`src/rtl/meta_write_sched.sv`:
```
`default_nettype none
// ============================================================================
// Module      : meta_write_sched
// Description : Arbitrates up to four L1 meta-array write requesters onto the
//               single write port. Fixed priority (in0 highest) with
//               per-requester starvation promotion; the winner is captured
//               in a one-entry output register that retimes the array port.
// Revision    : 1.0 - initial release
// ============================================================================
module meta_write_sched #(
  parameter int IDX_W        = 6,
  parameter int WAY_W        = 8,
  parameter int TAG_W        = 20,
  parameter int STARVE_LIMIT = 7
) (
  input  logic             clock,
  input  logic             reset,
  input  logic             io_in_0_valid,
  output logic             io_in_0_ready,
  input  logic [IDX_W-1:0] io_in_0_bits_idx,
  input  logic [WAY_W-1:0] io_in_0_bits_way_en,
  input  logic [TAG_W-1:0] io_in_0_bits_tag,
  input  logic             io_in_1_valid,
  output logic             io_in_1_ready,
  input  logic [IDX_W-1:0] io_in_1_bits_idx,
  input  logic [WAY_W-1:0] io_in_1_bits_way_en,
  input  logic [TAG_W-1:0] io_in_1_bits_tag,
  input  logic             io_in_2_valid,
  output logic             io_in_2_ready,
  input  logic [IDX_W-1:0] io_in_2_bits_idx,
  input  logic [WAY_W-1:0] io_in_2_bits_way_en,
  input  logic [TAG_W-1:0] io_in_2_bits_tag,
  input  logic             io_in_3_valid,
  output logic             io_in_3_ready,
  input  logic [IDX_W-1:0] io_in_3_bits_idx,
  input  logic [WAY_W-1:0] io_in_3_bits_way_en,
  input  logic [TAG_W-1:0] io_in_3_bits_tag,
  output logic             io_out_valid,
  input  logic             io_out_ready,
  output logic [IDX_W-1:0] io_out_bits_idx,
  output logic [WAY_W-1:0] io_out_bits_way_en,
  output logic [TAG_W-1:0] io_out_bits_tag,
  output logic [1:0]       io_out_bits_src
);

  localparam int               CNT_W   = $clog2(STARVE_LIMIT + 1);
  localparam logic [CNT_W-1:0] C_LIMIT = CNT_W'(STARVE_LIMIT);

  // Requester fields gathered into arrays so the arbiter can index them.
  logic [3:0]       w_valid;
  logic [IDX_W-1:0] w_idx [4];
  logic [WAY_W-1:0] w_way [4];
  logic [TAG_W-1:0] w_tag [4];

  assign w_valid = {io_in_3_valid, io_in_2_valid, io_in_1_valid, io_in_0_valid};
  assign w_idx[0] = io_in_0_bits_idx;
  assign w_idx[1] = io_in_1_bits_idx;
  assign w_idx[2] = io_in_2_bits_idx;
  assign w_idx[3] = io_in_3_bits_idx;
  assign w_way[0] = io_in_0_bits_way_en;
  assign w_way[1] = io_in_1_bits_way_en;
  assign w_way[2] = io_in_2_bits_way_en;
  assign w_way[3] = io_in_3_bits_way_en;
  assign w_tag[0] = io_in_0_bits_tag;
  assign w_tag[1] = io_in_1_bits_tag;
  assign w_tag[2] = io_in_2_bits_tag;
  assign w_tag[3] = io_in_3_bits_tag;

  logic             r_out_valid;
  logic [IDX_W-1:0] r_out_idx;
  logic [WAY_W-1:0] r_out_way;
  logic [TAG_W-1:0] r_out_tag;
  logic [1:0]       r_out_src;
  logic [CNT_W-1:0] r_starve_cnt [4];

  logic       w_load;
  logic [3:0] w_starved;
  logic [3:0] w_grant;
  logic [3:0] w_fire;
  logic       w_found;
  logic [1:0] w_src;

  // The output slot is free when empty or draining; reset blocks all fires.
  assign w_load = ~reset & (~r_out_valid | io_out_ready);

  // Grant: lowest-index starved requester first, else lowest-index valid.
  always_comb begin
    w_found = 1'b0;
    w_src   = 2'd0;
    for (int n = 0; n < 4; n++) begin
      w_starved[n] = w_valid[n] & (r_starve_cnt[n] == C_LIMIT);
    end
    for (int n = 0; n < 4; n++) begin
      if (!w_found && w_starved[n]) begin
        w_found = 1'b1;
        w_src   = 2'(n);
      end
    end
    for (int n = 0; n < 4; n++) begin
      if (!w_found && w_valid[n]) begin
        w_found = 1'b1;
        w_src   = 2'(n);
      end
    end
    w_grant = w_found ? (4'b0001 << w_src) : 4'b0000;
  end

  // Grant only ever names a valid requester, so ready doubles as fire.
  assign w_fire = {4{w_load}} & w_grant;

  assign io_in_0_ready = w_fire[0];
  assign io_in_1_ready = w_fire[1];
  assign io_in_2_ready = w_fire[2];
  assign io_in_3_ready = w_fire[3];

  // One-entry output register: loads the winner or drains, otherwise holds.
  always_ff @(posedge clock) begin
    if (reset) begin
      r_out_valid <= 1'b0;
      r_out_idx   <= '0;
      r_out_way   <= '0;
      r_out_tag   <= '0;
      r_out_src   <= '0;
    end else if (w_load) begin
      r_out_valid <= w_found;
      if (w_found) begin
        r_out_idx <= w_idx[w_src];
        r_out_way <= w_way[w_src];
        r_out_tag <= w_tag[w_src];
        r_out_src <= w_src;
      end
    end
  end

  // Starvation counters: count arbitrations lost to another requester,
  // saturating at the limit; backpressured cycles are not losses.
  generate
    for (genvar g = 0; g < 4; g++) begin : g_starve
      always_ff @(posedge clock) begin
        if (reset || !w_valid[g] || w_fire[g]) begin
          r_starve_cnt[g] <= '0;
        end else if (w_load && (|w_fire) && (r_starve_cnt[g] < C_LIMIT)) begin
          r_starve_cnt[g] <= r_starve_cnt[g] + 1'b1;
        end
      end
    end
  endgenerate

  assign io_out_valid       = r_out_valid;
  assign io_out_bits_idx    = r_out_idx;
  assign io_out_bits_way_en = r_out_way;
  assign io_out_bits_tag    = r_out_tag;
  assign io_out_bits_src    = r_out_src;

endmodule
`default_nettype wire

```
`config.mk`:
```
export PLATFORM = sky130hd
export DESIGN_NAME = meta_write_sched
export DESIGN_NICKNAME = d
export VERILOG_FILES = /design/src/rtl/meta_write_sched.sv
export SDC_FILE = /design/constraint.sdc
export NUM_CORES = 1
export LEC_CHECK = 0
export ABC_AREA = 1
export BUFFER_PORTS_ARGS = -buffer_cell sky130_fd_sc_hd__buf_2
export CAP_MARGIN = 0
export CORE_UTILIZATION = 30
export CTS_CLUSTER_DIAMETER = 30
export CTS_CLUSTER_SIZE = 10
export DETAILED_ROUTE_END_ITERATION = 10
export PLACE_DENSITY_LB_ADDON = 0.1
export SYNTH_ARGS = -nofsm -noshare
export SYNTH_HDL_FRONTEND = slang
export SYNTH_SLANG_ARGS = --single-unit
```
`constraint.sdc`:
```
create_clock -name clock -period 2.6 [get_ports clock]
set_clock_uncertainty 0.15 [all_clocks]
set_input_delay 0.39 -clock clock [delete_from_list [all_inputs] [get_ports clock]]
set_output_delay 0.39 -clock clock [all_outputs]
set_load 0.005 [all_outputs]
```
======== After elaboration in Yosys (flattened, before gate mapping) ========
Memory sizes are Yosys's and may differ from the RTL's.
Cells that the tools add are included.
W data, S select, Z words.
cells by class
  add/sub/neg operators ................... 4
  $lt $le $gt $ge ......................... 5
  equal/unequal tests ..................... 4
  shift-type cells ........................ 1
  mux-type cells .......................... 49
  bitwise gates (word level) .............. 14
  reductions and logical operators ........ 33
operator list
  cell                   number
  $bmux W20 S2           1
  $mux W20               2
  $mux W1                29
  $bmux W8 S2            1
  $mux W8                2
  $add A3 B1 Y3 const B  4
  $bmux W6 S2            1
  $eq A3 B3 Y1 const B   4
  $logic_and A1 B1 Y1    12
  $lt A3 B3 Y1 const B   4
  $mux W2                6
  $mux W3                4
  $mux W6                2
  $logic_not A1 Y1       11
  $logic_or A1 B1 Y1     8
  $and A1 B1 Y1          5
  $or A1 B1 Y1           5
  $and A4 B4 Y4          1
  $mux W4                1
  $reduce_or A4 Y1       1
  $shl A1 B2 Y4 const A  1
  $ge A3 B3 Y1 const B   1
  $not A2 Y3             1
  $not A1 Y1             2
  $reduce_and A2 Y1      1
storage, ports and cells
  flip-flop bits (word level) ............. 37
  bits in writable memories ............... 12
  input bits .............................. 143
  output and inout port bits .............. 41
  logic and storage cells ................. 116
  memories ................................ 1
memories
  name          depth  width  rd ports  clocked after memory_dff  wr ports  RTL line  RTL
  r_starve_cnt  4      3      4         0                         4         74        logic [CNT_W-1:0] r_starve_cnt [4];

======== Depth between registers and ports, before layout ========
Gate-level depths: netlist of the first run.
An unclocked memory read counts as a cell.
  depth in word-level cells ............... 35
  mapped depth ............................ 13
  mapped depth without buffers ............ 12

======== Worst setup path after synthesis of the first run ========
No wires, ideal clock.
  kind .................................... register to output
  start ................................... mem r_starve_cnt[0][0] in the netlist's numbering
  end ..................................... out io_in_2_ready
  arrival ................................. 1.665 ns
  data required time ...................... 2.060 ns
  setup slack ............................. 0.395 ns
  stages on the path, launching flop included .. 12
  path buffers ............................ 0
  cells stage by stage .................... edfxtp_1 ha_1 ha_1 nand2_1 nand2_2 nor2_4 nand3_1 nand2_2 nor2_8 nor2_8 nand2_1 inv_1
RTL lines
  element      RTL line  RTL
  from (decl)  74
  to (decl)    29        output logic io_in_2_ready,

==> flow_metrics.py, run 1 <==
metrics = {
    "place": {
        "dpl_cell_area_mm2": 0.00445,
        "gp_congestion": 0.825,
        "dp_slack_ns": -0.0519,
        "dp_hpwl_um": 8630,
        "port_buffers": 183,
    },
    "route": {
        "vias_per_cell": 4.65,
        "drc_errors": 0,
        "drtIter0Drc": 296,
        "routed_wl_um": 11900,
        "firstDrtPassIters": 4,
        "vias": 4176,
        "wl_per_cell_um": 13.3,
        "drtAntennaViolNets": 0,
    },
    "synthesis": {
        "synth_seq_cells": 49,
        "postSynthNetCount": 698,
        "netlist_instances": 547,
        "yosys.cell_types.count": 26,
        "ys_warn_count": 0,
        "syn-cell-area_mm2": 0.00344,
        "synth_flop_cell": "dfxtp_1",
        "async_flop_share_pct": 0,
        "synth_edf_count": 12,
        "synth_seq_area_share_pct": 32.0,
        "syn-mean-instance-area_um2": 6.29,
    },
    "global_routing": {
        "grt_first_pass_wirelength_um": 18500,
        "grt_use_met2_pct": 34.5,
        "grtUsageTotal_pct": 19.6,
        "antenna_found_initial": 0,
        "grt_overflow": 0,
        "busiest_layer": "met2",
        "grt_pass1_vias": 3936,
        "use_met3_pct": 3.05,
        "met1_usage_pct": 25.5,
        "grt_max_degree": 42,
    },
    "setup_path": {
        "critPathRequiredTime_ns": 2.06,
        "worst_path_max_delay_cell": "edfxtp_1",
        "endpoint_kind": "primary output",
        "timing.rr.start": "r_starve_cnt[3][1]",
        "crit_type": "flop to primary output",
        "cp_num_buf_inv": 3,
        "startpoint": "r_starve_cnt[3][1]",
        "r2r_cells": 14,
        "critPathMaxFanout": 3,
        "critPathMaxStageDelay_ns": 0.42,
        "path_delay_family": "simple AND/OR/NAND/NOR gates",
        "r2r_end": "r_starve_cnt[3][2]",
        "startpoint_type": "flop",
        "path_cells": "ha_2 -> ha_4 -> nand2_2 -> nand2_2 -> buf_4 -> nand3_1 -> nand2_4 -> nor2_8 -> nor2_8 -> nand2_2 -> inv_2 -> buf_6",
        "worstPathArrival_ns": 2.06,
        "r2r_slack_ns": 0.01,
        "crit_top_cell": "nand2_2",
    },
    "cts": {
        "cts-buffers-inserted": 5,
        "htree_levels": 2,
        "cts_hold_buf": 0,
        "clk_latency_ns": 0.29,
        "ctsLongestPathBuffers": 2,
        "cts.root.buffer_cell": "clkbuf_16",
        "cts_tree": "done",
        "clock-sinks": 49,
        "clk_pin_slew_worst_paths_ns": 0.07,
    },
    "sta": {
        "hold_slack_ns": 0.251,
        "rsz0062_at_grt": "true",
        "slew_headroom_pct": 64.7,
        "timing.final.crit_share_pct": 99.8,
        "max_freq_mhz": 385,
        "hold_viol": 0,
        "fin_ws_ns": 0.00446,
        "worstMarginPinSlew_ns": 0.528,
        "setup_viol": 0,
        "fin_crit_ns": 2.60,
        "slew_violations": 0,
    },
    "floorplan": {
        "ios": 184,
        "core-area_mm2": 0.0110,
        "die_width_um": 109,
        "dieArea_mm2": 0.0119,
        "initial_utilization_pct": 31.3,
        "rows": 38,
        "die_y_um": 109,
    },
    "min_path": {
        "min_path_type": "input port to flop",
        "worstHoldStart": "reset",
        "min_to": "io_out_valid",
        "hold_depth": 2,
    },
    "final_layout": {
        "finalInstanceArea_mm2": 0.00507,
        "antennaDiodeCount": 0,
        "nets": 908,
        "syn_to_final_growth_pct": 47.4,
        "utilization_pct": 46.1,
        "layout-drive-gt1-share_pct": 37.2,
    },
    "status": {
        "status": "finished clean",
    },
    "pwr": {
        "powerDensity_mw_per_mm2": 459,
        "ir_worst_vdd_uv": 305,
        "power_leakage_nw": 2.85,
    },
    "flow_run": {
        "cap_violations": 0,
    },
}
==> power breakdown <==
group / total [W] / internal (W) / switching, W
sequential: 0.000918 / 0.000869 / 0.0000490
clock: 0.000758 / 0.000461 / 0.000298
combinational: 0.000650 / 0.000302 / 0.000348
total: 0.00233 / 0.00163 / 0.000695
==> metrics by stage <==
stage | TNS, ns | std cells | power [W]
floorplan | 0 | 547 | 0.00125
global placement | 0 | 851 | 0.00152
detailed placement | -0.507 | 851 | 0.00152
CTS | -0.167 | 892 | 0.00233
global route | -0.645 | 898 | 0.00248
finish | 0 | 898 | 0.00233
==> cell usage in the layout, fill, tap and decap left out, types with 7 or more instances in the layout <==
| cell type | instances |
|---|---|
| nand2_1 | 184 |
| buf_2 | 181 |
| nor2_1 | 84 |
| nand3_1 | 82 |
| buf_4 | 50 |
| dfxtp_1 | 37 |
| inv_1 | 35 |
| nand4_1 | 29 |
| edfxtp_1 | 12 |
| nand2_2 | 7 |
==> worst reg2reg max path, stage by stage (launching register included) <==
cell	delay, ns
edfxtp_1	0.42
ha_2	0.21
ha_4	0.16
nand2_2	0.06
nand2_2	0.08
nor2_4	0.16
nand3_2	0.16
nand2_4	0.13
nor2_8	0.06
nor2_8	0.11
nand2_2	0.07
buf_4	0.13
buf_4	0.12
buf_4	0.12
nand3b_1	0.15
==> synthesized netlist by cell type, types with 2 or more instances <==
cell type / number / area, um2
nand3_1: 83 / 415
buf_2: 20 / 100
edfxtp_1: 12 / 360
nand2_1: 191 / 717
nand3b_1: 4 / 30.0
buf_6: 3 / 33.8
nor2_1: 85 / 319
nand4_1: 29 / 181
buf_4: 7 / 52.6
clkbuf_1: 4 / 15.0
nand2_2: 5 / 31.3
inv_1: 38 / 143
nor2_4: 2 / 22.5
ha_1: 8 / 100
and3_1: 4 / 25.0
nand3_2: 3 / 30.0
nor2_8: 2 / 40.0
a21oi_1: 3 / 15.0
dfxtp_1: 37 / 741
==> flip-flops by register name, indices dropped and copies added, names as in the netlist <==
| signal | cells |
|---|---|
| io_out_bits_tag | 20 |
| r_starve_cnt | 12 |
| io_out_bits_way_en | 8 |
| io_out_bits_idx | 6 |
| io_out_bits_src | 2 |
| io_out_valid | 1 |
==> how the worst max path moves through the flow <==
| stage | endpoint | slack (ns) | cells after the start |
|---|---|---|---|
| after floorplan | io_in_2_ready | 0.40 | 11 |
| after global placement | io_out_bits_way_en[4] | 0.008 | 12 |
| after detailed placement | io_out_bits_way_en[4] | -0.05 | 12 |
| after CTS | io_in_3_ready | -0.04 | 12 |
| after global routing | r_starve_cnt[3][2] | -0.08 | 14 |
| final | io_in_3_ready | 0.004 | 12 |
==> routing by layer <==
layer	vias up	share of wire, %
met5	-	0
met4	0	0.39
met1	1854	45
li1	2173	-
met3	4	6.8
met2	145	48
==> repair_timing <==
action	CTS	global route
gates cloned	1	1
setup endpoints to repair	17	41
pin swaps	16	13
buffers inserted	32	7
gates resized for setup	27	13
==> layout make-up <==
cell class	count	area, um2
clock buffers	6	130
clock inverters	2	38.8
inverters	40	159
flip-flops and latches	49	1100
repair buffers	236	1360
fillers	1163	5910
well taps	140	175
multi-input cells	424	2100
repair inverters	1	7.51
==> cells by family after synthesis <==
group                      after synthesis  share of synthesized area (%)
DFF                                     49                           32.0
and+or+nand+nor                        411                           53.8
adders and majority gates                8                           2.91
buffers and inverters                   75                           10.7
AOI/OAI and AO/OA                        4                          0.582
Note: power is estimated with default switching activity, not from simulation.
==> inputs of run 2 (changes only) <==
PLACE_DENSITY_LB_ADDON = unset   (was 0.1)
clock period = 2.9 ns   (was 2.6 ns; I/O delays follow)
==> run 2 against run 1 <==
Final area shrank 7.1%; via count decreased by 0.89%; sequential share of layout area increased by 1.7 points; combinational power is 15% lower; first-iteration DRC count fell by 23%; critical path type unchanged; largest cell class unchanged; highest routed layer unchanged.
==> flow_metrics.py, run 2 (synthesis gave the netlist of run 1 again) <==
metrics = {
    "floorplan": {
        "die_y_um": 109,
        "rows": 38,
        "initial_utilization_pct": 31.3,
        "ios": 184,
        "core-area_mm2": 0.0110,
        "dieArea_mm2": 0.0119,
        "die_width_um": 109,
    },
    "pwr": {
        "intPower_w": 0.00134,
        "switching_share_pct": 30.4,
        "power_leakage_nw": 2.70,
        "p_total_w": 0.00193,
        "pwr-share-comb_pct": 28.6,
        "switching_power_w": 0.000586,
        "ir_worst_vdd_uv": 206,
        "seq_power_share_pct": 42.5,
        "p_clk_share_pct": 28.9,
        "powerDensity_mw_per_mm2": 410,
    },
    "setup_path": {
        "critPathMaxStageDelay_ns": 0.41,
        "path_cells": "ha_1 -> ha_1 -> nand2_2 -> nand2_2 -> nor2_4 -> nand4_4 -> buf_4 -> nand3_4 -> nor2_2 -> nand2_1 -> inv_1 -> buf_2",
        "endpoint_kind": "primary output",
        "startpoint_type": "flop",
        "worstPathArrival_ns": 2.21,
        "crit_type": "flop to primary output",
        "timing.rr.start": "r_starve_cnt[0][0]",
        "critPathMaxFanout": 6,
        "r2r_slack_ns": 0.19,
        "critPathRequiredTime_ns": 2.32,
        "r2r_cells": 13,
        "path_delay_family": "simple AND/OR/NAND/NOR gates",
        "worst_path_max_delay_cell": "edfxtp_1",
        "r2r_end": "io_out_bits_tag[16]",
        "cp_num_buf_inv": 3,
    },
    "sta": {
        "setup_viol": 0,
        "slew_violations": 0,
        "hold_viol": 0,
        "hold_slack_ns": 0.318,
        "fin_crit_ns": 2.79,
        "finalSetupTns_ns": 0,
        "worstMarginPinSlew_ns": 0.631,
        "max_freq_mhz": 358,
        "slew_headroom_pct": 57.7,
        "timing.final.crit_share_pct": 96.2,
    },
    "cts": {
        "htree_levels": 2,
        "ctsLongestPathBuffers": 2,
        "cts.root.buffer_cell": "clkbuf_16",
        "clk_latency_ns": 0.28,
        "clk_pin_slew_worst_paths_ns": 0.07,
        "cts_tree": "done",
        "cts-buffers-inserted": 5,
        "clock-sinks": 49,
    },
    "global_routing": {
        "grt_max_degree": 33,
        "grt_overflow": 0,
        "grt_pass1_vias": 3739,
        "grtUsageTotal_pct": 18.0,
        "grt_first_pass_wirelength_um": 17100,
        "antenna_found_initial": 0,
    },
    "final_layout": {
        "utilization_pct": 42.9,
        "fillers": 1175,
        "finalInstanceArea_mm2": 0.00471,
        "final_common_cell": "nand2_1",
        "nets": 882,
        "layout_common_cells": "nand2_1 (185), buf_2 (183), nor2_1 (84), nand3_1 (82)",
        "syn_to_final_growth_pct": 37.0,
        "antennaDiodeCount": 0,
        "layout-drive-gt1-share_pct": 33.1,
        "largest_reg_flops": 20,
    },
    "place": {
        "gp_congestion": 0.873,
        "port_buffers": 183,
        "dpl_cell_area_mm2": 0.00440,
        "dp_hpwl_um": 8620,
    },
    "route": {
        "vias": 4139,
        "wl_per_cell_um": 13.3,
        "drtAntennaViolNets": 0,
        "drtIter0Drc": 228,
        "routed_wl_um": 11600,
        "firstDrtPassIters": 5,
        "drc_errors": 0,
        "vias_per_cell": 4.75,
    },
    "min_path": {
        "hold_depth": 2,
        "min_to": "io_out_valid",
        "min_path_type": "input port to flop",
        "worstHoldStart": "reset",
    },
    "status": {
        "status": "finished clean",
    },
    "flow_run": {
        "cap_violations": 0,
    },
}
[run 2: how the worst max path moves through the flow]
| stage | startpoint | to | slack, ns | depth (start not counted) |
|---|---|---|---|---|
| after CTS | r_starve_cnt[0][0] | io_in_0_ready | -0.03 | 11 |
| after floorplan | r_starve_cnt[0][0] | io_in_2_ready | 0.65 | 11 |
| after global placement | r_starve_cnt[0][0] | io_out_bits_src[0] | 0.20 | 11 |
| after global routing | r_starve_cnt[0][0] | io_in_1_ready | -0.003 | 11 |
| after detailed placement | r_starve_cnt[0][0] | io_out_bits_src[0] | 0.14 | 11 |
| final | r_starve_cnt[0][0] | io_in_0_ready | 0.11 | 12 |
[run 2: power by group through the flow]
stage / registers [W] / clock network, W / logic, W
floorplan: 0.000837 / 0 / 0.000287
global placement: 0.000831 / 0 / 0.000520
detailed placement: 0.000835 / 0 / 0.000527
CTS: 0.000821 / 0.000577 / 0.000533
global route: 0.000829 / 0.000602 / 0.000618
finish: 0.000821 / 0.000557 / 0.000551
[run 2: worst reg2reg max path, cell delays in order, from the launching register on]
cell,delay (ns)
edfxtp_1,0.41
ha_1,0.23
ha_1,0.20
nand2_2,0.10
nand2_2,0.07
nor2_4,0.16
nand4_1,0.21
nand2_4,0.20
buf_4,0.16
buf_4,0.23
clkinvlp_4,0.12
buf_4,0.20
nand3_1,0.11
nand2_1,0.05
[run 2: metal layers]
layer / share of wire (%) / wire [um] / up-vias / global-route usage [%]
met2: 48 / 5550 / 166 / 32.6
met4: 0.76 / 88 / 0 / 2.99
li1: - / - / 2125 / -
met3: 7.1 / 831 / 10 / 2.99
met5: 0 / 0 / - / 0
met1: 44 / 5160 / 1838 / 22.5
[run 2: cell type report]
| class | instances | area (um2) | area share (%) |
|---|---|---|---|
| inverters | 40 | 159 | 3.37 |
| well taps | 140 | 175 | 3.72 |
| clock inverters | 1 | 3.75 | 0.0797 |
| flip-flops and latches | 49 | 1100 | 23.4 |
| clock buffers | 7 | 133 | 2.82 |
| repair buffers | 211 | 1130 | 23.9 |
| multi-input cells | 424 | 2010 | 42.7 |
[run 2: timing repair]
action	in CTS	in global routing
gates resized for setup	1	13
hold buffers	0	0
pin swaps	3	5
hold endpoints to repair	0	0
endpoints found under the setup margin	4	8
cloned	0	1
setup buffers	4	12
[run 2: stage by stage]
step | worst slack (ns) | instances
after floorplan | 0.650 | 547
after global placement | 0.199 | 847
after detailed placement | 0.136 | 847
after CTS | -0.0324 | 859
after global routing | -0.00337 | 872
final | 0.109 | 872
